===== src/rtl/fft_ctrl.sv =====
// fft_ctrl: sequencer for an in-place radix-2 FFT (bit-reversed load, compute, drain, natural-order unload).
// Define FFT_CTRL_CYCLE_COUNT_EN to build the compute+drain cycle counter; otherwise cycle_count is 0.
module fft_ctrl #(
   parameter int unsigned BIT_WIDTH = 16,
   parameter int unsigned LEVEL     = 9,
   parameter int unsigned PIPE_LAT  = 3
) (
   input  logic             clk,
   input  logic             reset,
   input  logic             start,
   input  logic             abort,
   input  logic             in_valid,
   output logic             in_ready,
   output logic             load_we,
   output logic [LEVEL-1:0] load_addr,
   output logic             agu_rst_n,
   output logic             agu_enable,
   input  logic             agu_done,
   output logic             out_valid,
   input  logic             out_ready,
   output logic [LEVEL-1:0] out_addr,
   output logic             out_bank,
   output logic             busy,
   output logic             done,
   output logic [15:0]      cycle_count
);

   typedef enum logic [2:0] {
      S_IDLE,
      S_LOAD,
      S_COMPUTE,
      S_DRAIN,
      S_UNLOAD,
      S_DONE
   } state_e;

   localparam logic [LEVEL-1:0] CNT_LAST   = '1;
   localparam logic [LEVEL-1:0] DRAIN_LAST = (PIPE_LAT > 0) ? LEVEL'(PIPE_LAT - 1) : '0;

   // Elaboration-time guards on the configuration
   if (BIT_WIDTH < 1) begin : g_bad_bit_width
      $error("fft_ctrl: BIT_WIDTH must be at least 1");
   end
   if (LEVEL < 1 || LEVEL > 16) begin : g_bad_level
      $error("fft_ctrl: LEVEL must be in 1..16");
   end
   if (PIPE_LAT > (1 << LEVEL)) begin : g_bad_pipe_lat
      $error("fft_ctrl: PIPE_LAT must not exceed 2**LEVEL");
   end

   state_e           state_q, state_d;
   logic [LEVEL-1:0] cnt_q, cnt_d;
   logic [LEVEL-1:0] cnt_rev;
   logic             cnt_adv;

   always_ff @(posedge clk or posedge reset) begin
      if (reset) begin
         state_q <= S_IDLE;
         cnt_q   <= '0;
      end else begin
         state_q <= state_d;
         cnt_q   <= cnt_d;
      end
   end

   always_comb begin
      state_d = state_q;
      case (state_q)
         S_IDLE:    if (start) state_d = S_LOAD;
         S_LOAD:    if (in_valid && cnt_q == CNT_LAST) state_d = S_COMPUTE;
         S_COMPUTE: if (agu_done) state_d = (PIPE_LAT > 0) ? S_DRAIN : S_UNLOAD;
         S_DRAIN:   if (cnt_q == DRAIN_LAST) state_d = S_UNLOAD;
         S_UNLOAD:  if (out_ready && cnt_q == CNT_LAST) state_d = S_DONE;
         S_DONE:    state_d = S_IDLE;
         default:   state_d = S_IDLE;
      endcase
      if (abort) state_d = S_IDLE;
   end

   // One counter serves all phases; any state change restarts it from zero
   always_comb begin
      cnt_adv = ((state_q == S_LOAD) && in_valid) ||
                (state_q == S_DRAIN) ||
                ((state_q == S_UNLOAD) && out_ready);
      cnt_d   = cnt_q;
      if (state_d != state_q) begin
         cnt_d = '0;
      end else if (cnt_adv) begin
         cnt_d = cnt_q + 1'b1;
      end
   end

   always_comb begin
      cnt_rev = '0;
      for (int unsigned i = 0; i < LEVEL; i++) begin
         cnt_rev[i] = cnt_q[LEVEL-1-i];
      end
   end

   always_comb begin
      in_ready   = (state_q == S_LOAD);
      load_we    = in_ready && in_valid;
      load_addr  = in_ready ? cnt_rev : '0;
      agu_rst_n  = (state_q == S_COMPUTE) || (state_q == S_DRAIN) || (state_q == S_UNLOAD);
      agu_enable = (state_q == S_COMPUTE);
      out_valid  = (state_q == S_UNLOAD);
      out_addr   = out_valid ? cnt_q : '0;
      busy       = (state_q != S_IDLE);
      done       = (state_q == S_DONE);
   end

   assign out_bank = 1'((LEVEL % 2) != 0);

`ifdef FFT_CTRL_CYCLE_COUNT_EN
   logic [15:0] cyc_q, cyc_d;

   always_ff @(posedge clk or posedge reset) begin
      if (reset) begin
         cyc_q <= '0;
      end else begin
         cyc_q <= cyc_d;
      end
   end

   always_comb begin
      cyc_d = cyc_q;
      if ((state_q == S_LOAD) && (state_d == S_COMPUTE)) begin
         cyc_d = '0;
      end else if (((state_q == S_COMPUTE) || (state_q == S_DRAIN)) && (cyc_q != 16'hFFFF)) begin
         cyc_d = cyc_q + 16'd1;
      end
   end

   assign cycle_count = cyc_q;
`else
   assign cycle_count = '0;
`endif

endmodule

===== config.mk =====
export PLATFORM = sky130hd
export DESIGN_NAME = fft_ctrl
export DESIGN_NICKNAME = d
export VERILOG_FILES = /design/src/rtl/fft_ctrl.sv
export SDC_FILE = /design/constraint.sdc
export NUM_CORES = 1
export LEC_CHECK = 0
export BUFFER_PORTS_ARGS = -buffer_cell sky130_fd_sc_hd__buf_2
export CELL_PAD_IN_SITES_DETAIL_PLACEMENT = 1
export CELL_PAD_IN_SITES_GLOBAL_PLACEMENT = 1
export CORE_MARGIN = 3
export CORE_UTILIZATION = 34
export CTS_BUF_LIST = sky130_fd_sc_hd__clkbuf_8
export CTS_CLUSTER_SIZE = 16
export DETAILED_ROUTE_END_ITERATION = 16
export PLACE_DENSITY = 0.84
export SYNTH_ARGS = -nofsm -noshare
export SYNTH_HDL_FRONTEND = slang
export SYNTH_SLANG_ARGS = --single-unit

===== constraint.sdc =====
create_clock -name clk -period 2.9 [get_ports clk]
set_input_delay 0.58 -clock clk [delete_from_list [all_inputs] [get_ports clk]]
set_output_delay 0.58 -clock clk [all_outputs]
set_load 0.01 [all_outputs]

==> results, run 1 <==
- The final number of setup-violating endpoints is 0.
- The critical path's largest stage delay is 560 ps.
- The count of nets left with antenna violations after detail routing is 0.
- The sequential element share of the synthesized area is 27.7%.
- The clock sink count is 12.
- The area share of the leading cell type in the synthesized netlist is 27.7%.
- For this run the aggregate overflow at the end of global routing stands at 0.
- For this design the top-level I/O count stands at 49.
- In this run the cell area of the synthesized design comes to 1080 sq um.
- Data on the critical path is required at its endpoint by about 2300 ps.
- After detailed routing, the number of remaining DRC violations is 0.
- The first global-routing pass estimated approximately 4.9 mm of wire.
- The CTS H-tree depth is 1.
- The total of hold buffers inserted after clock tree synthesis is 0.
- After routing, the total negative slack on setup checks comes to 0 ps.
- The largest voltage drop on the vdd net is between 0.1 and 0.15 mV.
- The maximum number of pins on one net before global-route repair is 16.
- Summing over every cut layer, the via total after detailed routing is 1006.
- Once the floorplan was initialized, standard cells occupied between 30% and 40% of the core.
- In this run the mean area of a mapped cell was 8.34 sq um.
- For the worst setup path, the data arrival time is 1840 ps.
- The design draws 0.434 mW.
- The cell type of the slowest stage on the worst timing path is dfrtp_1.
- The initial antenna violation count is 0.
- The die extent in x is 62.5 um.
- The max-slew violation count is 0.
- Relative to the synthesized area, the layout overhead comes to 14.4%.
- In this run the deepest clock path goes through 2 buffers.
- The number of rows created at floorplan is 19.
- Routability-driven placement finished with a final weighted congestion of ~0.76.
- For this design the ratio of total power to cell area is approximately 350 nW/um^2.
- After detailed routing, the average wire length per cell comes to 14.7 um.
- The hold violation count in the final report was 0.
- Cells with a size suffix above 1 make up 26.1% of the layout.
- The die covers 3900 sq um.
- The clock-pin transition on the worst setup and hold timing paths is ~60 ps.
- The flip-flop and latch count after synthesis is 12.
- Between clock sinks in the finished design, the worst skew comes to around 5 ps.
- The antenna diode instance count is 0.
- The worst setup path is of the reg -> out kind.
- The count of different cell masters after synthesis is 39.
- Setup slack on the critical path of the routed design comes to just under 500 ps.
- The number of iterations in the first detailed-routing pass is 4.
- In the post-synthesis netlist, the biggest area contributors are dfrtp_1 28%, buf_4 12%, and2_1 10%, a22oi_1 4.2%, ha_1 3.5%.
- The worst-case headroom to the max-slew limit is 61.1%.
- The post-cts repair resize count is 0.
- The worst-margin pin slew is about 580 ps.
- The number of port buffers is 31.
- In the final design database the tool counted 168 nets.
- TritonCTS built the clock tree.
- The worst hold path belongs to the class in -> async.
- The gate count after technology mapping is 130.
- Along the worst path, the maximum fanout reaches 11.
- Setup repair after global routing left no endpoint under its margin.
- Before CTS, the worst setup slack after placement is around 620 ps.
- STA classifies the critical path startpoint as a flop.
- After legalization and detailed placement, the total HPWL measured 2.20 mm.
- The Yosys step of the flow raised 0 warnings.
- After floorplanning, the core was sized to cover 2900 sq um.
- STA classifies the critical path endpoint as a primary output.
- The die height is 62.5 um.
- The biggest area consumer among synthesized cells is dfrtp_1.
- The flow ran to the end, and the final reports show no timing, DRC or antenna violations.
- Traced cell by cell, the critical path runs through nand2b_2 > nor2_1 > and2_1 > buf_2.
- Post-CTS timing repair inserted 0 buffers for setup.
- Summed over all layers, the routed wires come to 2.93 mm.
- The buffer type at the clock tree root is clkbuf_8.
- The standby leakage power is 0.643 nW.
- The via density per instance is 5.06.
- In this run, CTS created clock tree buffers numbering 3.
- For this run, the top clock speed supported by timing is a little over 400 MHz.
- The insertion delay to the later sink of the worst-skew pair is 250 ps.
- The number of global-route vias before repair came to 977.
- Across the run, the number of max-cap violations was 0.
- The global-route usage over all layers is 15.6%.
- The detailed router finished its first iteration with 36 violations.
- The period utilization is 83.3%.
- The worst path needs 2420 ps of the cycle, external delays included.
## stage by stage
stage	instances	utilization (%)	hold slack [ps]	area [sq um]
after floorplan	145	-	445	1140
after global placement	195	40.9	591	1190
after detailed placement	195	40.9	625	1190
after CTS	199	42.8	355	1240
after global routing	199	42.8	371	1240
final	199	42.8	338	1240
## Yosys cell counts (all sizes together)
cell type / count
buf: 20
and2: 18
dfrtp: 12
nor2: 8
a22oi: 6
nand2: 6
a21oi: 5
inv: 5
o21ai: 5
nand3: 4
o31ai: 4
or3: 4
clkbuf: 3
ha: 3
or4: 3
conb: 2
nand2b: 2
nor3: 2
nor3b: 2
a211o: 1
a21o: 1
a221oi: 1
a2bb2oi: 1
and3: 1
and4b: 1
mux2i: 1
nand3b: 1
nand4: 1
nor4: 1
nor4b: 1
o211ai: 1
o21ba: 1
o21bai: 1
o2bb2ai: 1
xnor2: 1
## cell type report
class | instances | area, sq um
fillers | 386 | 1660
multi-input cells | 105 | 659
flip-flops and latches | 12 | 300
repair buffers | 31 | 155
clock buffers | 4 | 55.1
well taps | 42 | 52.6
inverters | 5 | 18.8
## worst paths after layout
check / slack (ps) / cells after the start / to / start
max: 480 / 4 / load_addr[2] / state_q[0]$_DFF_PP0_
min: 340 / 2 / cnt_q[7]$_DFFE_PP0P_ / reset
max reg2reg: 600 / 8 / cnt_q[1]$_DFFE_PP0P_ / cnt_q[1]$_DFFE_PP0P_
min reg2reg: 640 / 2 / cnt_q[8]$_DFFE_PP0P_ / cnt_q[8]$_DFFE_PP0P_
max in group asynchronous: 2230 / 2 / cnt_q[3]$_DFFE_PP0P_ / reset
min in group clk: 640 / 2 / cnt_q[8]$_DFFE_PP0P_ / cnt_q[8]$_DFFE_PP0P_
## worst max-delay path, delay by kind of cell, from the launching register on
family	cells	cell delay, ps
buffers and inverters	1	130
flip-flops	1	560
AND/OR/NAND/NOR	3	890
## sequential cells by signal, summed over array words and instances, names as in the netlist
signal / cells
cnt_q: 9
state_q: 3
## kinds of logic after synthesis
logic type	synth area share, %
AO/OA/AOI/OAI	19.4
XOR/XNOR	0.808
adder cells (fa/ha/maj)	3.46
buffers and inverters	16.7
flip-flops	27.7
multiplexers	0.923
other	0.692
AND/OR/NAND/NOR	30.3
## placed cells by master, fill, tap and decap left out, drive strengths merged, types with 2 or more instances in the layout
cell type  netlist  final
buf             20     31
and2            18     18
conb             2     17
dfrtp           12     12
nor2             8      8
nand2            6      6
a22oi            6      6
a21oi            5      5
inv              5      5
o21ai            5      5
o31ai            4      4
nand3            4      4
or3              4      4
clkbuf           3      4
or4              3      3
ha               3      3
nor3             2      2
nor3b            2      2
nand2b           2      2
## per-layer routing
metal,global-route usage [%],up-vias,wire (um)
met5,0,-,0
met4,9.09,0,71
met3,2.70,6,146
met2,28.8,38,1540
met1,16.4,490,1170
li1,-,472,-
## power by group
part           switching, mW  internal, mW
sequential           0.00767         0.172
combinational         0.0457        0.0204
clock                 0.0688         0.120
total                  0.122         0.312
No activity file was read; power rests on OpenSTA's default activity.
==> run 2, diff against run 1 <==
==> constraint.sdc (replaced) <==
create_clock -name clk -period 2.3 [get_ports clk]
set_input_delay 0.46 -clock clk [delete_from_list [all_inputs] [get_ports clk]]
set_output_delay 0.46 -clock clk [all_outputs]
set_load 0.01 [all_outputs]
==> results, run 2 (synthesized netlist as in run 1, its figures left out) <==
- The run finished with clean final reports.
- The layout has 388 filler cells.
- Counting both buffers and inverters, the worst setup path holds a total of 0.
- In this run the power spent charging and discharging nets is between 0.15 and 0.2 mW.
- The die covers 3900 sq um.
- Of the cells placed in the final design, the portion with a size suffix greater than 1 is a little under a third.
- The kind of cell with the highest combined delay along the critical path is compound AO/OA/AOI/OAI gates.
- The number of global-route vias before repair is 1085.
- In this run the cell area measured after placement is 1220 sq um.
- The leading cell type in the layout, fill and taps excluded is buf_2.
- The slowest stage of the critical path belongs to the cell dfrtp_1.
- The total of hold buffers inserted after clock tree synthesis is 0.
- The max-slew violation count is 0.
- The setup slack at placement is ~37 ps.
- For this block, the initial DRC count from the detailed router was 50.
- The standby leakage power is between 0.6 and 0.7 nW.
- For this run, design rule violations remaining after detail routing come to 0.
- Counting flops per register, the top entry is cnt_q.
- The flip-flop count of the largest register after layout is 9.
- The tightest min-delay check is of the in -> async type.
- Routability-driven placement finished with a final weighted congestion of around 0.79.
- Internal power comes to around 0.37 mW.
- TritonCTS built the clock tree.
- TritonCTS created 3 clock buffers.
- Traced cell by cell, the critical path runs through ha_2 > nand2_1 > nor3_2 > ha_2 > and3_1 > o31ai_1 > a211o_2 > a221oi_2.
- The initial antenna violation count is 0.
- The die is 62.5 um tall.
- Clock latency on the worst-skew pair, taken at its later pin, is 250 ps.
- At the worst endpoint, the required time is ~2500 ps.
- In this run the count of I/O pins placed on the die edge is 49.
- Data on the critical path arrives at its endpoint at 2370 ps.
- For the pin with the worst max-slew slack, the measured transition is 523 ps.
- Across the routed clock network, the largest skew measured is 1.59 ps.
- Setup violations remaining at the end of the flow were counted as 0.
- The worst-case headroom to the max-slew limit is between 60% and 70%.
- After detailed routing, the number of vias per cell comes to about 5.3.
- The finished layout holds 206 standard cells, fillers aside.
- The sum of net half-perimeters after detailed placement is 2.37 mm.
- The final design utilization is 44.8%.
- The total via count in the routed design is 1089.
- Once layout is done, the placed cells without fillers occupy ~1300 sq um.
- The area growth from synthesis to layout is 19.8%.
- The total instance count after detailed placement is 200.
- Per report_power, the sequential group accounts for 42.9% of the total.
- The CTS H-tree depth is 1.
- The standard cell core area is between 2000 and 3000 sq um.
- Of all nets on the critical path, the largest fanout is 5.
- The maximum number of pins on one net before global-route repair is 16.
- The achievable frequency is 451 MHz.
- The global-route wire length before repair is 5.33 mm.
- The capturing element type of the critical path is a flop.
- The maximum clock path buffer count is 2.
- Dividing the detail-routed wire length by the instance count gives 16.8 um.
- The largest registers in the layout are cnt_q x9, state_q x3.
- For this design, the sink count on the clock tree is 12.
- The minimum period implied by the final worst setup slack is 2220 ps.
- The largest voltage drop on the vdd net is about 0.16 mV.
- The number of rows created at floorplan is 19.
- Across all setup checks in the final design, the least slack found is a little over 80 ps.
- In this run switching power makes up just over 30% of total power.
- The number of port buffers is 31.
- The buffer type at the clock tree root is clkbuf_8.
- At the end of the flow, the number of nets in the layout was 176.
- The post-layout total power is between 0.5 and 0.6 mW.
- After global routing the overflow that remains totals 0.
- In this run, the combinational gates consume between 10% and 20% of the power.
- By instance count, the cell type seen most on the critical path is ha_2.
- The count of nets left with antenna violations after detail routing is 0.
- Dividing the final minimum period by the clock period gives 96.5%.
- Wires add up to 3.46 mm.
- The critical path startpoint category is a flop.
- The initial standard-cell utilization of the core is 37.4%.
- Leaving out fill and tap cells, the most frequent cells in the layout are 31 x buf_2, 18 x and2_1, 17 x conb_1.
- The clock-pin transition on the worst setup and hold timing paths is roughly 50 ps.
- The clock network burns 38.1% of the power.
- Across every metal layer, demand over resource in global routing totals 17.5%.
- The critical path's largest stage delay is 420 ps.
- The hold violation count in the final report came to 0.
- The die extent in x is 62.5 um.
- The number of antenna diodes in the final layout is 0.
- The number of iterations in the first detailed-routing pass is 4.
- The max-capacitance violation count is 0.
- For this design the ratio of total power to cell area is 403 nW/um^2.
- The critical path is of the reg -> reg type.
run 2: cell types whose count changed in the layout (fill, tap and decap cells not counted):
cell,change
a211o_2,+1
nor3_2,+1
ha_2,+2
buf_4,+7
nor3_1,-1
ha_1,-2
clkbuf_8,-1
run 2: path summary, 6_finish.rpt:
kind                                      start              endpoint  slack, ps  cells past startpoint
max in group asynchronous                 reset  cnt_q[6]$_DFFE_PP0P_       1720                      2
hold / removal                            reset  cnt_q[7]$_DFFE_PP0P_        230                      2
setup / recovery           cnt_q[0]$_DFFE_PP0P_  cnt_q[1]$_DFFE_PP0P_         80                      8
setup reg to reg           cnt_q[0]$_DFFE_PP0P_  cnt_q[1]$_DFFE_PP0P_         80                      8
min in group clk                          abort  state_q[2]$_DFF_PP0_        550                      2
hold reg to reg            cnt_q[5]$_DFFE_PP0P_  cnt_q[5]$_DFFE_PP0P_        620                      2
run 2: worst reg2reg max path: stages, from the launching register on:
cell	delay, ps
dfrtp_1	420
ha_2	230
nand2_1	110
nor3_2	190
ha_2	210
and3_1	190
o31ai_1	120
a211o_2	400
a221oi_2	270
run 2: layout make-up:
cell class | count | area [sq um] | area share, %
Multi-Input combinational cell | 106 | 679 | 52.3
Sequential cell | 12 | 300 | 23.1
Timing Repair Buffer | 38 | 208 | 16.0
Tap cell | 42 | 52.6 | 4.04
Clock buffer | 3 | 41.3 | 3.18
Inverter | 5 | 18.8 | 1.44
run 2: stage by stage:
stage,setup TNS [ps],hold WS (ps)
after floorplan,0,325
after global placement,0,513
after detailed placement,0,509
after CTS,0,248
after global routing,-91.9,289
final,0,235
run 2: what timing repair did:
| item | in CTS | in global routing |
|---|---|---|
| endpoints found under the setup margin | 1 | 7 |
| cloned | 0 | 1 |
| pin swaps | 0 | 2 |
| gates resized for setup | 1 | 3 |
| buffers inserted | 0 | 2 |
run 2: layer usage:
metal  part of all wire [%]  up-vias  track usage, %  routed length (um)
met5                      0        -               0                   0
met4                    5.0        0            13.2                 173
met3                    6.4       13            2.52                 221
met2                     52       56            32.1                1790
met1                     37      527            17.6                1280
li1                       -      493               -                   -
run 2: power by group through the flow:
| stage | clock, mW | sequential [mW] | combinational [mW] |
|---|---|---|---|
| 3_3_place_gp | 0 | 0.227 | 0.0859 |
| 2_1_floorplan | 0 | 0.225 | 0.0857 |
| 5_1_grt | 0.212 | 0.225 | 0.109 |
| 4_1_cts | 0.201 | 0.225 | 0.0922 |
| 3_5_place_dp | 0 | 0.228 | 0.0905 |
| 6_report | 0.200 | 0.225 | 0.0999 |
==> run 3, diff against run 2 <==
--- a/config.mk
+++ b/config.mk
@@ -6,7 +6,7 @@
 export NUM_CORES = 1
 export LEC_CHECK = 0
 export BUFFER_PORTS_ARGS = -buffer_cell sky130_fd_sc_hd__buf_2
-export CELL_PAD_IN_SITES_DETAIL_PLACEMENT = 1
+export CELL_PAD_IN_SITES_DETAIL_PLACEMENT = 0
 export CELL_PAD_IN_SITES_GLOBAL_PLACEMENT = 1
 export CORE_MARGIN = 3
 export CORE_UTILIZATION = 34
==> constraint.sdc (replaced) <==
create_clock -name clk -period 2.3 [get_ports clk]
set_input_delay 0.23 -clock clk [delete_from_list [all_inputs] [get_ports clk]]
set_output_delay 0.23 -clock clk [all_outputs]
set_load 0.01 [all_outputs]
==> results, run 3 (synthesized netlist as in run 1, its figures left out) <==
- The run finished, with violations left.
- The final reports fail on hold timing.
- The count of nets left with antenna violations after detail routing is 0.
- The die extent in x is 62.5 um.
- The switching power is 0.155 mW.
- For this run, the detailed router's first-pass iteration total came to 4.
- The standby leakage power is 0.669 nW.
- The max-slew violation count was 0.
- TritonCTS built the clock tree.
- The endpoint required time on the critical path is 2460 ps.
- The global-route track usage on met3 is 2.34%.
- The register with the most flip-flops in the layout has 9 of them.
- Static timing analysis puts the maximum clock frequency at 464 MHz.
- The proportion of layout cells with a drive suffix above 1 is between 20% and 30%.
- The worst setup path is captured at a flop.
- The data arrival time at the worst-slack endpoint is 2310 ps.
- The power per cell area is approximately 430 nW/um^2.
- The buffer type at the clock tree root is clkbuf_8.
- The min-delay analysis places its worst path in the category in -> async.
- In this run, CTS created clock tree buffers numbering 3.
- The initial antenna violation count was 0.
- The final routed wirelength across all metal layers is 2.61 mm.
- CTS built an H-tree with a depth of 1.
- Compared with the post-synthesis result, the final layout area differs by 18.0%.
- The antenna diode instance count is 0.
- Clock skew on the completed layout was measured at 0.864 ps.
- The met2 track demand over resource is 24.4%.
- The register ranked first by flip-flop count is cnt_q.
- 49 I/O pins were placed.
- The total via count in the routed design is ~1000.
- In this run the critical register-to-register path is launched from cnt_q[0]$_DFFE_PP0P_.
- The hold violation count in the final report is 12.
- The standard cell core area is 2900 sq um.
- The minimum period implied by the final worst setup slack is 2150 ps.
- Per report_power, the clock group accounts for 43.9% of the total.
- The worst-margin pin slew is roughly 550 ps.
- The remaining routing DRC violations is 0.
- The maximum number of pins on one net before global-route repair is 14.
- The die height is roughly 62 um.
- After detailed routing, the average wire length per cell comes to between 10 and 15 um.
- Routability-driven placement finished with a final weighted congestion of 0.782.
- On the final layout, the worst hold slack is -10.9 ps.
- The start point of the critical path is cnt_q[0]$_DFFE_PP0P_.
- The relative contribution of combinational cells to total power is 15.5%.
- The largest voltage drop on the vdd net is 0.159 mV.
- Dividing the detail-routed via count by the number of cells gives around 4.9.
- Post-CTS repair changed the size of 0 cells.
- In this run, the number of DRC markers left after iteration 0 of detailed routing was 39.
- The count of buffers added on input and output ports is 31.
- Once the clock tree was built, the setup fixing pass inserted 0 buffers.
- In this run the core area contains 19 standard-cell rows.
- In the layout the commonest cells are 31 x buf_2, 18 x and2_1, 17 x conb_1.
- The number of global-route vias before repair is 904.
- After routing the design area is 1280 sq um.
- In the final layout, the registers with the most flip-flops are cnt_q x9, state_q x3.
- The clock net in this run drives a total of 12 sinks.
- The total die area is 3900 sq um.
- The global routing stage identified its most utilized layer as met2.
- The placed standard-cell area is around 1200 sq um.
- No sink is reached through more buffers than the 2 on the longest clock path.
- Setup violations remaining at the end of the flow were counted as 0.
- After clock tree synthesis, the clock-pin slew on the worst setup and hold paths is 60 ps.
- The critical path startpoint category is a flop.
- The routing usage on met1 is 14.8%.
- In this run, post-CTS hold repair placed 0 buffers.
- Leaving out fill and tap cells, the most frequent cell in the layout is buf_2.
- The number of nets in the layout is ~170.
- Global routing used a little over an eighth of the available tracks.
- For this configuration, the core starts out at a cell density of around 37%.
- The total global routing overflow is 0.
- Of all nets on the critical path, the largest fanout is 9.
- Max-cap violations in this run came to 0.
- Clock latency on the worst-skew pair, taken at its later pin, is 250 ps.
- The period utilization is 93.6%.
- In this run switching power makes up 28.1% of total power.
- Setup repair after global routing left no endpoint under its margin.
- Cell internal power was estimated by the tool at roughly 0.40 mW.
- The total negative slack is 0 ps.
- Summed over all nets, the half-perimeter wirelength after detailed placement is around 2.0 mm.
- Registers are responsible for 40.6% of the overall power.
- The worst-case headroom to the max-slew limit is 63.2%.
- The setup path with the least slack is of type reg -> reg.
- The first global-routing pass estimated 4.26 mm of wire.
## run 3: changes by cell type in the layout (fill, tap and decap cells not counted), sizes merged
cell	delta
buf	-2
clkbuf	+1
a211o	-1
## run 3: layer usage
metal / share of wire [%] / routed length [um]
met4: 2.6 / 68
met5: 0 / 0
met2: 50 / 1320
met3: 6.5 / 170
met1: 40 / 1050
## run 3: final timing paths
kind / depth (start not counted) / slack (ps) / to
setup / recovery: 8 / 150 / cnt_q[1]$_DFFE_PP0P_
hold / removal: 2 / -10 / state_q[1]$_DFF_PP0_
setup reg to reg: 8 / 150 / cnt_q[1]$_DFFE_PP0P_
hold reg to reg: 2 / 630 / cnt_q[7]$_DFFE_PP0P_
max in group asynchronous: 2 / 1980 / cnt_q[5]$_DFFE_PP0P_
min in group clk: 2 / 290 / state_q[2]$_DFF_PP0_
## run 3: layout make-up
| type | instances | area [sq um] |
|---|---|---|
| fill | 307 | 1620 |
| tap | 42 | 52.6 |
| sequential | 12 | 300 |
| clock buffer | 4 | 55.1 |
| timing repair buffer | 36 | 193 |
| multi-input combinational | 105 | 661 |
| inverter | 5 | 18.8 |
## run 3: stage by stage
| stage | power, mW | worst slack (ps) | cells | utilization (%) |
|---|---|---|---|---|
| finish | 0.551 | 147 | 204 | 44.1 |
| global route | 0.571 | 5.69 | 204 | 44.1 |
| CTS | 0.559 | 116 | 204 | 44.1 |
| detailed placement | 0.312 | 140 | 200 | 42.2 |
| global placement | 0.311 | 202 | 200 | 42.2 |
| floorplan | 0.311 | 266 | 145 | - |
## run 3: critical path, stage by stage (launching register included)
cell and delay, ps:
dfrtp_1 400, ha_1 200, nand2_1 90, nor3_1 210, ha_1 200, and3_1 170
o31ai_1 90, a211o_2 430, a221oi_2 260
## run 3: power by group through the flow
stage / logic (mW) / clock network (mW) / registers, mW
6_report: 0.0853 / 0.242 / 0.224
5_1_grt: 0.0942 / 0.252 / 0.225
4_1_cts: 0.0852 / 0.250 / 0.223
3_5_place_dp: 0.0849 / 0 / 0.227
3_3_place_gp: 0.0839 / 0 / 0.227
2_1_floorplan: 0.0857 / 0 / 0.225
